<file path="src/rtl/uart_frame_rx.sv">
// uart_frame_rx: frame decoder for the Duck Hunt inter-board UART link.
// It pops bytes from the UART receive FIFO whenever the FIFO has data.
// A frame is: sync byte, PAYLOAD_BYTES payload bytes, then an XOR checksum.
// A good frame updates payload and pulses payload_valid for one cycle.
// A bad checksum or an inter-byte timeout pulses frame_err for one cycle.
// Optional: define UART_FRAME_STATS_EN to add frames_ok/frames_err counters.

// One payload byte lane: a stage of the shift register plus its published copy.
module uart_frame_rx_lane (
  input  logic       clk,
  input  logic       rst_n,
  input  logic       clr,
  input  logic       shift_en,
  input  logic       load_en,
  input  logic [7:0] shift_in,
  output logic [7:0] shift_q,
  output logic [7:0] payload_q
);

  // Shift the stage while collecting; copy it out when the frame checks good.
  always_ff @(posedge clk or negedge rst_n) begin
    if (!rst_n) begin
      shift_q   <= '0;
      payload_q <= '0;
    end else begin
      if (clr)           shift_q <= '0;
      else if (shift_en) shift_q <= shift_in;
      if (load_en)       payload_q <= shift_q;
    end
  end

endmodule

module uart_frame_rx #(
  parameter int         PAYLOAD_BYTES  = 4,
  parameter logic [7:0] SYNC_BYTE      = 8'hA5,
  parameter int         TIMEOUT_CYCLES = 200000
) (
  input  logic                       clk,
  input  logic                       rst_n,
  input  logic                       rx_empty,
  input  logic [7:0]                 r_data,
  output logic                       rd_uart,
  output logic [8*PAYLOAD_BYTES-1:0] payload,
  output logic                       payload_valid,
  output logic                       frame_err
`ifdef UART_FRAME_STATS_EN
 ,output logic [15:0]                frames_ok,
  output logic [15:0]                frames_err
`endif
);

  localparam int IDX_W = (PAYLOAD_BYTES > 1) ? $clog2(PAYLOAD_BYTES) : 1;
  localparam int CNT_W = $clog2(TIMEOUT_CYCLES + 1);
  localparam logic [IDX_W-1:0] IDX_LAST = IDX_W'(PAYLOAD_BYTES - 1);
  localparam logic [CNT_W-1:0] TMO_LAST = CNT_W'(TIMEOUT_CYCLES - 1);

  typedef enum logic [1:0] {
    HUNT    = 2'd0,
    PAYLOAD = 2'd1,
    CHECK   = 2'd2
  } state_t;

  state_t             state;
  logic [IDX_W-1:0]   idx;
  logic [7:0]         csum;
  logic [CNT_W-1:0]   tcnt;

  logic               accept;
  logic               sync_hit;
  logic               tmo_hit;
  logic               shift_en;
  logic               load_en;
  logic               clr;

  logic [PAYLOAD_BYTES-1:0][7:0] lane_in;
  logic [PAYLOAD_BYTES-1:0][7:0] shift_q;
  logic [PAYLOAD_BYTES-1:0][7:0] payload_q;

  // The decoder never stalls, so any byte at the FIFO head is taken.
  assign rd_uart  = !rx_empty && rst_n;
  assign accept   = !rx_empty;

  // A byte in the same cycle as the last timeout count wins over the timeout.
  assign sync_hit = (state == HUNT) && accept && (r_data == SYNC_BYTE);
  assign tmo_hit  = (state != HUNT) && !accept && (tcnt == TMO_LAST);
  assign shift_en = (state == PAYLOAD) && accept;
  assign load_en  = (state == CHECK) && accept && (r_data == csum);
  assign clr      = sync_hit || tmo_hit;

  // Lane 0 takes the new byte, so the first byte of a frame ends up in the MSBs.
  for (genvar i = 0; i < PAYLOAD_BYTES; i++) begin : g_lane
    if (i == 0) begin : g_head
      assign lane_in[i] = r_data;
    end else begin : g_tail
      assign lane_in[i] = shift_q[i-1];
    end

    uart_frame_rx_lane u_lane (
      .clk       (clk),
      .rst_n     (rst_n),
      .clr       (clr),
      .shift_en  (shift_en),
      .load_en   (load_en),
      .shift_in  (lane_in[i]),
      .shift_q   (shift_q[i]),
      .payload_q (payload_q[i])
    );
  end

  assign payload = payload_q;

  // Frame FSM: hunt for sync, collect payload with running XOR, judge checksum.
  always_ff @(posedge clk or negedge rst_n) begin
    if (!rst_n) begin
      state         <= HUNT;
      idx           <= '0;
      csum          <= '0;
      tcnt          <= '0;
      payload_valid <= 1'b0;
      frame_err     <= 1'b0;
    end else begin
      payload_valid <= 1'b0;
      frame_err     <= 1'b0;
      case (state)
        HUNT: begin
          tcnt <= '0;
          if (sync_hit) begin
            state <= PAYLOAD;
            idx   <= '0;
            csum  <= '0;
          end
        end
        PAYLOAD: begin
          if (accept) begin
            tcnt <= '0;
            csum <= csum ^ r_data;
            if (idx == IDX_LAST) state <= CHECK;
            else                 idx   <= idx + 1'b1;
          end else if (tmo_hit) begin
            frame_err <= 1'b1;
            state     <= HUNT;
            idx       <= '0;
            csum      <= '0;
            tcnt      <= '0;
          end else begin
            tcnt <= tcnt + 1'b1;
          end
        end
        CHECK: begin
          if (accept) begin
            if (r_data == csum) payload_valid <= 1'b1;
            else                frame_err     <= 1'b1;
            state <= HUNT;
            idx   <= '0;
            csum  <= '0;
            tcnt  <= '0;
          end else if (tmo_hit) begin
            frame_err <= 1'b1;
            state     <= HUNT;
            idx       <= '0;
            csum      <= '0;
            tcnt      <= '0;
          end else begin
            tcnt <= tcnt + 1'b1;
          end
        end
        default: begin
          state <= HUNT;
          idx   <= '0;
          csum  <= '0;
          tcnt  <= '0;
        end
      endcase
    end
  end

`ifdef UART_FRAME_STATS_EN
  // Saturating frame counters, stepped by the registered strobes.
  always_ff @(posedge clk or negedge rst_n) begin
    if (!rst_n) begin
      frames_ok  <= '0;
      frames_err <= '0;
    end else begin
      if (payload_valid && (frames_ok != 16'hFFFF))  frames_ok  <= frames_ok + 16'd1;
      if (frame_err     && (frames_err != 16'hFFFF)) frames_err <= frames_err + 16'd1;
    end
  end
`endif

endmodule

</file>
<file path="config.mk">
export PLATFORM = sky130hd
export DESIGN_NAME = uart_frame_rx
export DESIGN_NICKNAME = d
export VERILOG_FILES = /design/src/rtl/uart_frame_rx.sv
export SDC_FILE = /design/constraint.sdc
export NUM_CORES = 1
export LEC_CHECK = 0
export BUFFER_PORTS_ARGS = -buffer_cell sky130_fd_sc_hd__buf_2
export CAP_MARGIN = 5
export CELL_PAD_IN_SITES_DETAIL_PLACEMENT = 0
export CELL_PAD_IN_SITES_GLOBAL_PLACEMENT = 1
export CORE_MARGIN = 2
export CORE_UTILIZATION = 35
export DETAILED_ROUTE_END_ITERATION = 8
export GPL_ROUTABILITY_DRIVEN = 0
export HOLD_SLACK_MARGIN = 0.12
export PLACE_DENSITY = 0.62
export SYNTH_ARGS = -nofsm -noshare
export SYNTH_HDL_FRONTEND = slang
export SYNTH_SLANG_ARGS = --single-unit
</file>
<file path="constraint.sdc">
create_clock -name clk -period 6.1 [get_ports clk]
set_clock_uncertainty 0.1 [all_clocks]
set_input_delay 0.915 -clock clk [delete_from_list [all_inputs] [get_ports clk]]
set_output_delay 0.915 -clock clk [all_outputs]
set_load 0.02 [all_outputs]
</file>
==> results by group <==
Status
  • Status: completed

Worst setup path
  • Setup crit start kind: flop
  • Critical path arrival: 2.79 ns
  • CP required: 6.19 ns
  • FF-to-FF End: tcnt[7]
  • CP endpoint: tcnt[7]
  • Cell Chain, Critical Path: inv_1 -> ha_1 -> or4bb_1 -> nor3_1 -> nand3_1 -> nand3_1 -> nor2_1
  • Critical Path Start: state[0]
  • Worst setup EP type: flop
  • Worst-path maximum fanout: 18
  • CP max stage delay: 0.61 ns
  • Crit path top cell by count: nand3_1
  • FF-to-FF setup slack: 3.40 ns
  • Slowest CP cell: nand3_1
  • FF-to-FF Start: state[0]
  • Crit path kind: reg -> reg
  • Worst reg2reg path depth: 7

Pwr
  • Pwr dens: 383 nW/µm²
  • Lkg Pwr: 2.39 nW
  • Peak VDD IR: 181 µV

Timing
  • Final-report hold violation count: 0
  • RSZ-0062 raised after global routing: false
  • Peak Freq: 370 MHz
  • Final slew viol count: 0
  • Setup TNS: 0 ns
  • # setup viols final: 0
  • Final min period: 2.70 ns
  • Slew Limit Headroom: 31.1%
  • Slew @ Worst Pin: 1.03 ns
  • Fin crit share: 44.3%

Synthesis
  • Main combinational cell family by area after synthesis: simple AND/OR/NAND/NOR gates
  • Synth warn: 0
  • Synth top area cells: dfrtp_1 (56%), mux2_2 (8.5%), nand2_1 (7.1%)
  • Syn nets: 426
  • Post-synth EDFFs: 0
  • Synth Area in Adders: 1.76%
  • Mapped Cells: 409
  • Compound-Gate Fraction of Synth Area: 8.23%
  • Synth Area in XOR/XNOR: 4.94%
  • Post-Synth Simple-Gate Area: 17.5%
  • Post-synth ARST share: 100%
  • Seq/Total Area, Yosys: 56.4%
  • Avg Cell Area, Syn: 10.4 µm²
  • #FFs+latches synth: 96
  • Distinct cells, synth: 40
  • Synth Flop Type: dfrtp_1
  • Synthesized area: 4260 µm²
  • Mux cell area share after synthesis: 8.46%
  • Cell taking the most area after synthesis: dfrtp_1
  • Share of the synthesized area in the top cell type: 56.4%

Global routing
  • Global-route wire length before repair: 15.2 mm
  • Pin count of the biggest net entering global routing: 70
  • Antenna violations before repair: 0
  • GRT overflow: 0
  • Number of global-route vias before repair: 3031
  • Global Route Usage Sum: 14.9%

Clock network
  • Post-CTS Setup Inserts: 0
  • CTS Buffer Depth: 2
  • Post-CTS sizing: 0
  • Clk sinks: 96
  • Worst-Skew Late Latency: 0.34 ns
  • # hold bufs at CTS: 0
  • Htree depth: 3
  • CTS tree: done
  • Worst-path clk slew: 0.06 ns
  • CTS Root Cell: clkbuf_16
  • CTS buffer count: 9

Placement
  • DP HPWL: 5.78 mm
  • DP Cell Count: 585
  • IO Port Bufs: 45

Drt
  • Pre-Repair DR Iteration Count: 4
  • DRC viols: 0
  • Post-route antenna net violation count: 0
  • Via density: 5.05
  • Initial detailed-routing violation count: 118
  • DR vias: 3035
  • Wire length per cell: 15.1 µm
  • Routed WL: 9.07 mm

Die
  • Row cnt: 40
  • Core area: 12000 µm²
  • Die H: 114 µm
  • Area of the die: 13100 µm²
  • Starting Density: 35.6%
  • Die Span X: 114 µm
  • Num ports: 46

Final layout
  • Layout area overhead: 16.2%
  • Nets: 466
  • Layout cells sized above 1: 22.0%
  • Most frequent cells in the layout: dfrtp_1 (96), nand2_1 (80), buf_2 (44), a21oi_1 (37), nor2_1 (34)
  • Fill count: 1221
  • Antenna Cells: 0
  • Commonest non-fill, non-tap cell in the layout: dfrtp_1
  • Final non-filler cell total: 601

Job
  • Max_cap viols: 0

Min path
  • Min-delay worst type: in -> async
[layer usage]
layer | global-route usage [%] | vias to the layer above | part of all wire (%) | routed length (µm)
li1 | - | 1470 | - | -
met2 | 23.8 | 41 | 46 | 4200
met3 | 3.49 | 9 | 3.1 | 277
met4 | 4.88 | 0 | 1.2 | 105
met5 | 0 | - | 0 | 0
met1 | 20.0 | 1515 | 49 | 4490
[Yosys cell counts, types with 2 or more instances]
| cell | number |
|---|---|
| o32ai_1 | 2 |
| xor2_1 | 10 |
| nor2b_1 | 2 |
| a22o_1 | 2 |
| o211ai_1 | 7 |
| and3_1 | 2 |
| nand4_1 | 2 |
| xnor2_1 | 14 |
| nand4b_1 | 7 |
| nor3_1 | 3 |
| nor2_1 | 35 |
| inv_1 | 9 |
| nand2b_1 | 2 |
| buf_2 | 3 |
| dfrtp_1 | 96 |
| clkbuf_1 | 14 |
| a21oi_1 | 37 |
| ha_1 | 6 |
| nor4_1 | 3 |
| nand2_1 | 80 |
| nand3_1 | 19 |
| a31oi_1 | 3 |
| buf_1 | 3 |
| mux2_2 | 32 |
[metrics by stage]
| stage | worst slack [ns] | hold slack, ns | instance area (µm²) | utilization, % | total power [mW] |
|---|---|---|---|---|---|
| floorplan | 3.54 | 0.371 | 4260 | - | 1.20 |
| global placement | 3.16 | 0.383 | 4640 | 38.8 | 1.32 |
| detailed placement | 3.11 | 0.388 | 4640 | 38.8 | 1.34 |
| CTS | 3.34 | 0.398 | 4950 | 41.4 | 1.93 |
| global route | 3.07 | 0.407 | 4950 | 41.4 | 2.03 |
| finish | 3.40 | 0.386 | 4950 | 41.4 | 1.89 |
[power by group]
| part | internal (mW) | switching [mW] |
|---|---|---|
| clock | 0.340 | 0.238 |
| combinational | 0.159 | 0.284 |
| sequential | 0.771 | 0.102 |
| total | 1.27 | 0.624 |
[sequential cells by signal, indices dropped and copies added, names as in the netlist]
signal and count:
state 2, payload_valid 1, csum 8, tcnt 18, idx 2, frame_err 1, g_lane.u_lane.payload_q 32, g_lane.u_lane.shift_q 32
[worst min path at each step]
stage                                              from                            end  slack (ns)  cells after the start
final                                             rst_n  g_lane[3].u_lane.payload_q[4]        0.39                      1
after floorplan                                 csum[5]                        csum[5]        0.37                      1
after detailed placement  g_lane[2].u_lane.payload_q[7]  g_lane[2].u_lane.payload_q[7]        0.39                      1
after global routing                              rst_n  g_lane[3].u_lane.payload_q[4]        0.41                      1
after CTS                                         rst_n  g_lane[3].u_lane.payload_q[4]        0.40                      1
after global placement    g_lane[3].u_lane.payload_q[6]  g_lane[3].u_lane.payload_q[6]        0.38                      1
[final cells by class]
| class | count | area, µm² | area share [%] |
|---|---|---|---|
| Sequential cell | 96 | 2400 | 48.5 |
| Inverter | 9 | 33.8 | 0.683 |
| Timing Repair Buffer | 49 | 258 | 5.21 |
| Tap cell | 147 | 184 | 3.72 |
| Multi-Input combinational cell | 284 | 1760 | 35.6 |
| Clock buffer | 12 | 256 | 5.18 |
| Clock inverter | 4 | 52.6 | 1.06 |
[critical path: cells and delay by family, from the launching register on]
kind	cells	cell delay [ns]
adders and majority gates	1	0.28
and+or+nand+nor	5	1.71
buffers and inverters	1	0.09
DFF	1	0.38
[logic make-up (layout without fill, tap and decap cells)]
family                   count (synthesis)  in the layout
AO/OA/AOI/OAI                           58             58
XOR/XNOR                                24             24
adder cells (fa/ha/maj)                  6              6
buffers and inverters                   29             74
flip-flops                              96             96
multiplexers                            32             32
AND/OR/NAND/NOR                        164            164
(Power assumes the default switching activity.)
